## config.mk

```make
export PLATFORM = sky130hd
export DESIGN_NAME = store_buffer
export DESIGN_NICKNAME = d
export VERILOG_FILES = /design/src/rtl/store_buffer.sv
export SDC_FILE = /design/constraint.sdc
export NUM_CORES = 1
export LEC_CHECK = 0
export CAP_MARGIN = 20
export CORE_UTILIZATION = 40
export CTS_BUF_LIST = sky130_fd_sc_hd__clkbuf_16
export DETAILED_ROUTE_END_ITERATION = 7
export PLACE_DENSITY = 0.65
export RECOVER_POWER = 25
export SYNTH_ARGS = -nofsm -noshare
export SYNTH_HDL_FRONTEND = slang
export SYNTH_SLANG_ARGS = --single-unit
```

## constraint.sdc

```tcl
create_clock -name clk -period 4.8 [get_ports clk]
set_input_delay 1.44 -clock clk [delete_from_list [all_inputs] [get_ports clk]]
set_output_delay 1.44 -clock clk [all_outputs]
set_load 0.01 [all_outputs]
```

## src/rtl/store_buffer.sv

```systemverilog
// store_buffer: in-order write buffer between the MEM stage and data memory.
// Define STB_MERGE_EN to let a store to the tail word merge into the tail entry.
module store_buffer #(
    parameter int DEPTH = 4
) (
    input  logic                   clk,
    input  logic                   reset_n,
    input  logic                   st_valid,
    input  logic [31:0]            st_addr,
    input  logic [3:0]             st_be,
    input  logic [31:0]            st_data,
    output logic                   st_ready,
    input  logic                   ld_valid,
    input  logic [31:0]            ld_addr,
    output logic                   ld_hazard,
    output logic                   mem_req,
    output logic [31:0]            mem_addr,
    output logic [3:0]             mem_be,
    output logic [31:0]            mem_wdata,
    input  logic                   mem_ack,
    output logic                   empty,
    output logic [$clog2(DEPTH):0] count
);
    localparam int AW = $clog2(DEPTH);
    localparam logic [AW:0] FULL_CNT = (AW+1)'(DEPTH);

    logic [29:0]   word_q [DEPTH];
    logic [3:0]    be_q   [DEPTH];
    logic [31:0]   data_q [DEPTH];
    logic [AW-1:0] rd_ptr;
    logic [AW-1:0] wr_ptr;
    logic [AW:0]   cnt;
    logic          merge_hit;
    logic          accept;
    logic          push;
    logic          pop;
    logic          unused_bits;

    // Merging never targets the head: the head may be on the bus right now.
`ifdef STB_MERGE_EN
    logic [AW-1:0] tail_ptr;
    assign tail_ptr  = wr_ptr - AW'(1);
    assign merge_hit = (cnt >= (AW+1)'(2)) && (word_q[tail_ptr] == st_addr[31:2]);
`else
    assign merge_hit = 1'b0;
`endif

    assign st_ready    = (cnt < FULL_CNT) || merge_hit;
    assign accept      = st_valid && st_ready && (st_be != 4'b0000);
    assign push        = accept && !merge_hit;
    assign empty       = (cnt == '0);
    assign mem_req     = !empty;
    assign pop         = mem_req && mem_ack;
    assign count       = cnt;
    assign unused_bits = ^{st_addr[1:0], ld_addr[1:0]};

    // Head outputs are forced to zero when nothing is pending, which also covers reset.
    assign mem_addr  = mem_req ? {word_q[rd_ptr], 2'b00} : 32'h0;
    assign mem_be    = mem_req ? be_q[rd_ptr] : 4'h0;
    assign mem_wdata = mem_req ? data_q[rd_ptr] : 32'h0;

    always_ff @(posedge clk or negedge reset_n) begin
        if (!reset_n) begin
            rd_ptr <= '0;
            wr_ptr <= '0;
            cnt    <= '0;
        end else begin
            if (push) wr_ptr <= wr_ptr + AW'(1);
            if (pop)  rd_ptr <= rd_ptr + AW'(1);
            case ({push, pop})
                2'b10:   cnt <= cnt + (AW+1)'(1);
                2'b01:   cnt <= cnt - (AW+1)'(1);
                default: cnt <= cnt;
            endcase
        end
    end

    always_ff @(posedge clk) begin
        if (push) begin
            word_q[wr_ptr] <= st_addr[31:2];
            be_q[wr_ptr]   <= st_be;
            data_q[wr_ptr] <= st_data;
        end
`ifdef STB_MERGE_EN
        else if (accept && merge_hit) begin
            be_q[tail_ptr] <= be_q[tail_ptr] | st_be;
            for (int b = 0; b < 4; b++) begin
                if (st_be[b]) data_q[tail_ptr][8*b +: 8] <= st_data[8*b +: 8];
            end
        end
`endif
    end

    // An entry is occupied when its distance from the head is below the count.
    always_comb begin
        ld_hazard = 1'b0;
        for (int i = 0; i < DEPTH; i++) begin
            if (({1'b0, AW'(i) - rd_ptr} < cnt) && (word_q[i] == ld_addr[31:2]))
                ld_hazard = ld_valid;
        end
    end

endmodule

```

* After elaboration in Yosys (flattened, before gate mapping) *
Memories as Yosys holds them, arrays and structs flattened.
Cells that the tools add are included.

cells by class
  reductions and logical operators = 11
  muxes and demuxes = 10
  divide/modulo/power cells = 0
  add/sub/neg operators = 8
  bitwise logic cells = 0
  eq/ne operators = 6
  shifts and indexed selects = 0
  $lt $le $gt $ge = 5
  $mul = 0

operators by type and width
  cell                                                                    number
  30-bit equality test                                                    4
  32-bit 2-to-1 mux                                                       2
  2-bit by 3-bit < comparator with 1-bit output                           4
  1-bit logical AND                                                       7
  1-bit 2-to-1 mux                                                        6
  3-bit case mux with 2 select lines                                      1
  2-bit by 1-bit adder with 2-bit output (second input constant)          2
  4-bit 2-to-1 mux                                                        1
  4-bit nonzero test                                                      1
  1-bit by 2-bit subtractor with 2-bit output (first input constant)      2
  2-bit subtractor (first input constant)                                 2
  3-bit by 1-bit adder with 3-bit output (second input constant)          1
  3-bit logical NOT                                                       1
  3-bit < comparator (second input constant)                              1
  3-bit by 1-bit subtractor with 3-bit output (second input constant)     1
  2-bit by 1-bit equality test with 1-bit output (second input constant)  1
  2-bit equality test (second input constant)                             1
  2-bit nonzero test                                                      1
  1-bit logical NOT                                                       1

storage, ports and cells
  register bits = 7
  input port bits = 105
  memories kept = 3
  bits in writable memories = 264
  output and inout bits = 75
  memory bits (read-only) = 0
  bits in latches = 0
  word-level logic and storage cells = 46

memories
  memory  depth  bits a word  rd ports  clocked after Yosys merged registers in  wr ports  line  text
  data_q  4      32           1         0                                        1         29    logic [31:0] data_q [DEPTH];
  word_q  4      30           5         0                                        1         27    logic [29:0] word_q [DEPTH];
  be_q    4      4            1         0                                        1         28    logic [3:0] be_q [DEPTH];

* Longest topological paths before layout *
Gate-level depths: netlist (run 1).

  word-level depth = 7
  depth in mapped cells = 10
  mapped depth without buffers = 10

* Least setup slack after synthesis (run 1) *
OpenSTA, ideal clock, no wires.

  kind = input-to-output
  start = input ld_addr[6]
  end = output ld_hazard
  required time = 3360 ps
  data arrival time = 2459 ps
  slack = 901 ps
  stages = 5
  buffers on the path = 0
  path through = xor2_1 > nor4_1 > nand4_1 > a2111oi_2 > or4_1

on the way
  longest elaborated chain between the ends = 6
  elaborated cells on any way between the ends = 12
  classes of those cells = 4 x eq/ne; 4 x mux; 4 x reduce/logical

RTL lines
  item                            line  text
  start, declared                 14    input logic [31:0] ld_addr,
  30-bit equality test            98    if (({1'b0, AW'(i) - rd_ptr} < cnt) && (word_q[i] == ld_addr[31:2]))
  1-bit logical AND               98
  1-bit 2-to-1 mux (3 in series)  98
  1-bit 2-to-1 mux *              98
  end, declared                   15    output logic ld_hazard,

Mark *: on every way between the ends. The rest lies on a longest branch, timed or not.

* Worst setup path after layout (run 1) *
  start = input ld_addr[12]
  end = output ld_hazard

The elaborated chain is that of the path after synthesis.

==> impl_metrics.py, run 1 <==
metrics = {
    "run_status": {
        "outcome": "completed",
    },
    "synthesis": {
        "yosysTopAreaCellShare_pct": 67.0,
        "ys_top_cells_by_area": "edfxtp_1 (67%), mux4_2 (13%), xor2_1 (8.4%), nor2b_1 (3.4%), dfrtp_1 (1.5%)",
        "syn_avg_cell_area_um2": 18.4,
        "ys_ff_latch": 271,
        "yosysTopAreaCell": "edfxtp_1",
        "ys_types": 31,
        "ys.warnings.count": 0,
        "seq_area_frac_synth_pct": 68.5,
        "synth_area_um2": 11800,
        "syn_inst": 644,
    },
    "worst_setup_path": {
        "cp_top_family": "buffers and inverters",
        "worst-setup-path-type": "in2out",
        "slowest_delay_ns": 0.47,
        "cp.required_ns": 3.36,
        "path_cells": "clkdlybuf4s50_1 -> buf_4 -> xor2_1 -> nor3_1 -> nand3_2 -> a2111oi_2 -> or4_4 -> buf_2",
        "worst-path-buf-inv": 3,
        "end_kind": "output port",
        "crit_arrival_ns": 3.33,
        "timing.reg2reg.setup_slack_ns": 2.38,
        "crit_path_max_fanout": 3,
        "startpoint_type": "input port",
        "slowest_stage": "clkdlybuf4s50_1",
    },
    "flow_run": {
        "drv_cap": 0,
    },
    "drt": {
        "postRouteAntennaNets": 0,
        "vias_per_cell": 5.04,
        "drt_iter0_drc": 443,
        "num_vias": 6430,
        "drc": 0,
        "dr.pass1.iters": 5,
        "wl_per_cell_um": 21.8,
        "wl_um": 27800,
    },
    "timing": {
        "fin_crit_ns": 4.77,
        "tightest_slew_ns": 0.794,
        "maxClockFrequency_mhz": 210,
        "slew_viol_final": 0,
        "period_share_pct": 99.3,
        "maxSlewHeadroom_pct": 47.1,
        "fin_setup_tns_ns": 0,
        "finalSetupViolations": 0,
        "timing.hold.ws_ns": 0.525,
        "fin_skew_ns": 0.00943,
        "worst_slack_ns": 0.0317,
        "hold_viol": 0,
    },
    "layout": {
        "layout.nets": 982,
        "area_delta_synth_final_pct": 30.0,
        "fin_util_pct": 53.1,
        "drive_above_1_share_pct": 20.9,
    },
    "floorplanning": {
        "core_area_um2": 28900,
        "die_x_um": 174,
        "boundaryPins": 180,
        "fp.dieH_um": 174,
        "rows": 62,
        "dieArea_um2": 30300,
        "initial_utilization_pct": 40.9,
    },
    "min_path": {
        "hold_path.class": "reg2reg",
    },
    "global_route": {
        "grt_use_total_pct": 18.6,
        "antenna_found_initial": 4,
        "grt_pass1_vias": 6925,
        "grt_start_max_net_pins": 52,
        "overflow": 0,
        "grt_pass1_wl_um": 41900,
    },
    "cts": {
        "cts_root_buf": "clkbuf_16",
        "cts_sinks": 271,
        "cts_tree": "built",
        "cts_buffers": 28,
        "cts_buffer_depth": 3,
        "htreeDepth": 1,
        "cts.reportedPaths.clkPinSlew_ns": 0.06,
        "post_cts_buffers": 0,
        "clk_latency_ns": 0.54,
    },
    "power_and_ir_drop": {
        "fin_total_pwr_uw": 8380,
        "p_leak_uw": 0.00527,
        "powerDensity_nw_per_um2": 545,
        "vdd_drop_max_uv": 388,
    },
    "place": {
        "place_congestion": 0.866,
        "portBuffers": 173,
        "hpwl_um": 18900,
        "pre_cts_slack_ns": -0.651,
    },
}
[synth_stat cells]
cell type / instances
a2111oi_0: 3
a2111oi_2: 1
a21oi_1: 5
a21oi_2: 1
and2_1: 4
and2b_1: 2
and3_1: 1
buf_1: 1
buf_2: 9
buf_4: 3
buf_6: 2
clkbuf_1: 11
conb_1: 1
dfrtp_1: 7
edfxtp_1: 264
fa_1: 1
ha_1: 9
inv_1: 11
inv_2: 1
mux4_2: 66
nand2_1: 3
nand3_1: 5
nand4_1: 8
nor2_1: 1
nor2b_1: 65
nor3_1: 4
nor4_1: 24
o21ai_0: 2
or4_1: 2
xnor2_1: 13
xor2_1: 114
[metal layers]
layer / vias to the layer above / wire (um) / global-route usage, %
li1: 2950 / - / -
met1: 3198 / 11100 / 23.5
met4: 4 / 695 / 4.79
met5: - / 25 / 0
met3: 50 / 2320 / 5.82
met2: 228 / 13600 / 31.3
[cell type report]
class / count / area (um^2)
inverters: 12 / 45.0
multi-input cells: 336 / 3750
clock inverters: 23 / 123
repair buffers: 218 / 2140
well taps: 384 / 480
fillers: 2364 / 13600
diodes: 2 / 5.00
flip-flops and latches: 271 / 8110
clock buffers: 29 / 726
[per-stage QoR]
step           instances  area, um^2
3_5_place_dp        1221       14400
5_1_grt             1274       15400
4_1_cts             1273       15300
6_report            1275       15400
3_3_place_gp        1221       14400
2_1_floorplan        645       11800
[cells in the final DEF (no fill, tap or decap), types with 4 or more instances in the layout]
master and count:
clkbuf_16 29, a21oi_1 5, nand4_1 8, buf_12 7, nor2b_1 65, clkdlybuf4s50_1 108, clkinv_2 5, dlygate4sd3_1 39
xor2_1 109, nor4_1 9, dfrtp_1 5, dlygate4sd2_1 20, clkinv_1 5, inv_1 21, xor2_2 5, edfxtp_1 264
buf_4 38, xnor2_1 13, nor4_2 15, mux4_2 66, ha_1 9, dlymetal6s2s_1 5, and2_4 4
[tightest hold or removal path: stages, from the launching register on]
cell	delay, ns
dfrtp_1	0.37
nand2_1	0.05
o21ai_0	0.06
[sequential cells by signal, summed over array words and instances, names as in the netlist]
name	flops
count	3
be_q	16
word_q	120
wr_ptr	2
data_q	128
rd_ptr	2
[logic make-up after synthesis]
kind of cell / count (synthesis) / synth area share, %
muxes: 66 / 12.6
AOI/OAI and AO/OA: 12 / 0.719
xor gates and xnor gates: 127 / 9.40
and+or+nand+nor: 119 / 6.15
buffers and inverters: 38 / 1.52
other: 1 / 0.0317
adders and majority gates: 10 / 1.12
DFF: 271 / 68.5
[report_power, final]
group / switching, uW / internal [uW] / leakage, uW
Combinational: 1510 / 1750 / 0.00234
Sequential: 186 / 2960 / 0.00248
Clock: 849 / 1130 / 0.000458
[final timing paths]
path	endpoint	cells past startpoint	start
max	ld_hazard	8	ld_addr[12]
min reg2reg	count[1]	2	count[1]
max in group asynchronous	rd_ptr[1]	1	reset_n
max reg2reg	count[2]	10	count[2]
min in group asynchronous	count[1]	1	reset_n
min	count[1]	2	count[1]
[what timing repair did]
| item | CTS | global route |
|---|---|---|
| pin swaps | 16 | 12 |
| hold buffers | 0 | 0 |
| endpoints found under the setup margin | 1 | 1 |
| gates resized for setup | 44 | 17 |
Note: power is estimated with default switching activity, not from simulation.
==> run 2: changes to the inputs <==
--- a/config.mk
+++ b/config.mk
@@ -11,6 +11,7 @@
 export DETAILED_ROUTE_END_ITERATION = 7
 export PLACE_DENSITY = 0.65
 export RECOVER_POWER = 25
+export SKIP_LAST_GASP = 1
 export SYNTH_ARGS = -nofsm -noshare
 export SYNTH_HDL_FRONTEND = slang
 export SYNTH_SLANG_ARGS = --single-unit
==> results of run 2 <==
Same layout as run 1: the final DEF is identical, and so are final timing and power.
==> run 3: changes to the inputs <==
--- a/config.mk
+++ b/config.mk
@@ -11,6 +11,7 @@
 export DETAILED_ROUTE_END_ITERATION = 7
 export PLACE_DENSITY = 0.65
 export RECOVER_POWER = 25
+export SETUP_SLACK_MARGIN = 0.5
 export SKIP_LAST_GASP = 1
 export SYNTH_ARGS = -nofsm -noshare
 export SYNTH_HDL_FRONTEND = slang
==> run 3 against run 2 <==
Compared with the run above: highest routed layer unchanged; hold slack hardly changed; largest cell class unchanged; combinational power is 2% higher; global-route usage is 0.22 points higher; utilization is 0.89 points higher; cell count is 0.24% higher.
==> impl_metrics.py, run 3 (same netlist as run 1, synthesis figures left out) <==
metrics = {
    "drt": {
        "dr.pass1.iters": 4,
        "vias_per_cell": 5.07,
        "drt_iter0_drc": 433,
        "drc": 0,
        "num_vias": 6479,
        "wl_um": 28200,
        "postRouteAntennaNets": 0,
        "wl_per_cell_um": 22.1,
    },
    "layout": {
        "reg_top3": "data_q (128), word_q (120), be_q (16)",
        "layout.nets": 985,
        "fin_util_pct": 54.0,
        "drive_above_1_share_pct": 27.0,
        "mostFrequentLayoutCells": "edfxtp_1 (264), clkdlybuf4s50_1 (104), xor2_1 (91)",
        "regMostFlops": "data_q",
        "nFillCells": 2341,
        "layout_commonest_cell": "edfxtp_1",
        "area_delta_synth_final_pct": 32.1,
        "largest_reg_flops": 128,
    },
    "flow_run": {
        "drv_cap": 0,
    },
    "floorplanning": {
        "rows": 62,
        "dieArea_um2": 30300,
        "fp.dieH_um": 174,
        "die_x_um": 174,
        "boundaryPins": 180,
        "initial_utilization_pct": 40.9,
        "core_area_um2": 28900,
    },
    "power_and_ir_drop": {
        "vdd_drop_max_uv": 388,
        "powerDensity_nw_per_um2": 543,
        "p_leak_uw": 0.00529,
        "fin_total_pwr_uw": 8490,
    },
    "cts": {
        "cts_tree": "built",
        "cts.reportedPaths.clkPinSlew_ns": 0.06,
        "cts_root_buf": "clkbuf_16",
        "clk_latency_ns": 0.54,
        "htreeDepth": 1,
        "cts_buffers": 28,
        "cts_sinks": 271,
        "cts_buffer_depth": 3,
        "holdBufCountCts": 0,
    },
    "global_route": {
        "grt_pass1_wl_um": 42300,
        "antenna_found_initial": 4,
        "grt_start_max_net_pins": 52,
        "grt_use_total_pct": 18.9,
        "grt_pass1_vias": 6959,
        "overflow": 0,
    },
    "timing": {
        "timing.hold.ws_ns": 0.525,
        "finalSetupViolations": 0,
        "fin_skew_ns": 0.0105,
        "slew_viol_final": 0,
        "hold_viol": 0,
        "maxClockFrequency_mhz": 222,
        "maxSlewHeadroom_pct": 65.1,
        "rsz0062_at_grt": "true",
        "tightest_slew_ns": 0.523,
        "fin_crit_ns": 4.51,
        "period_share_pct": 94.0,
    },
    "place": {
        "hpwl_um": 18900,
        "place_congestion": 0.866,
        "portBuffers": 173,
    },
    "worst_setup_path": {
        "worst-setup-path-type": "in2out",
        "crit_path_max_fanout": 3,
        "crit_arrival_ns": 3.07,
        "timing.reg2reg.setup_slack_ns": 2.48,
        "cp.required_ns": 3.36,
        "startpoint_type": "input port",
        "end_kind": "output port",
    },
    "run_status": {
        "outcome": "completed",
    },
    "min_path": {
        "hold_path.class": "reg2reg",
    },
}
[run 3: cell count changes in the layout (fill, tap and decap cells not counted), moves of 2 or more]
cell,previous run,this run
buf_2,1,19
buf_4,38,34
buf_6,0,10
clkdlybuf4s15_2,0,4
clkdlybuf4s50_1,108,104
dlygate4sd2_1,20,1
dlymetal6s2s_1,5,0
nand3_2,3,1
nor4_1,9,4
nor4_2,15,19
xor2_1,109,91
xor2_2,5,20
xor2_4,0,3
[run 3: stage by stage]
step                      setup slack (ns)  std cells  cell area [um^2]  TNS (ns)
final                                0.289       1278             15600         0
after detailed placement            -0.651       1221             14400    -0.651
after global placement              -0.650       1221             14400    -0.650
after global routing                 0.251       1277             15600         0
after floorplan                      0.901        645             11800         0
after CTS                            0.403       1273             15500         0
[run 3: power by group]
part           switching [uW]  leakage, uW  internal [uW]
sequential                201      0.00248           2960
combinational            1540      0.00236           1800
clock                     854     0.000458           1140
total                    2600      0.00529           5890
[run 3: final timing paths]
path                            depth (start not counted)        start   endpoint
worst max-delay path                                    8  ld_addr[24]  ld_hazard
worst max register to register                         10     count[2]   count[2]
min in group asynchronous                               1      reset_n   count[1]
max in group asynchronous                               1      reset_n  rd_ptr[1]
worst min-delay path                                    2     count[1]   count[1]
worst min register to register                          2     count[1]   count[1]
[run 3: worst max-delay path, stage by stage]
cell and delay (ns):
clkdlybuf4s15_2 0.22, buf_4 0.15, xor2_1 0.13, nor4_1 0.23
nand3_1 0.21, a2111oi_4 0.38, or4_4 0.20, buf_6 0.10
[run 3: per-layer routing]
| metal | vias to the layer above | wire length, um | track usage [%] |
|---|---|---|---|
| met4 | 4 | 673 | 4.64 |
| li1 | 2937 | - | - |
| met2 | 230 | 13700 | 31.7 |
| met3 | 52 | 2240 | 5.77 |
| met1 | 3256 | 11500 | 23.9 |
| met5 | - | 25 | 0 |
[run 3: final cells by class]
cell class	count	area (um^2)	share of cell area, %
Timing Repair Buffer	221	2170	13.9
Antenna cell	2	5.00	0.0320
Clock inverter	23	123	0.784
Tap cell	384	480	3.07
Sequential cell	271	8110	51.9
Multi-Input combinational cell	336	3980	25.4
Clock buffer	29	726	4.64
Inverter	12	47.5	0.304
[run 3: what timing repair did]
item,4_1_cts,5_1_grt
pin swaps,34,6
endpoints found under the hold margin,0,0
setup endpoints to repair,51,24
setup buffers,0,2
gates resized for setup,192,17
cloned,0,1
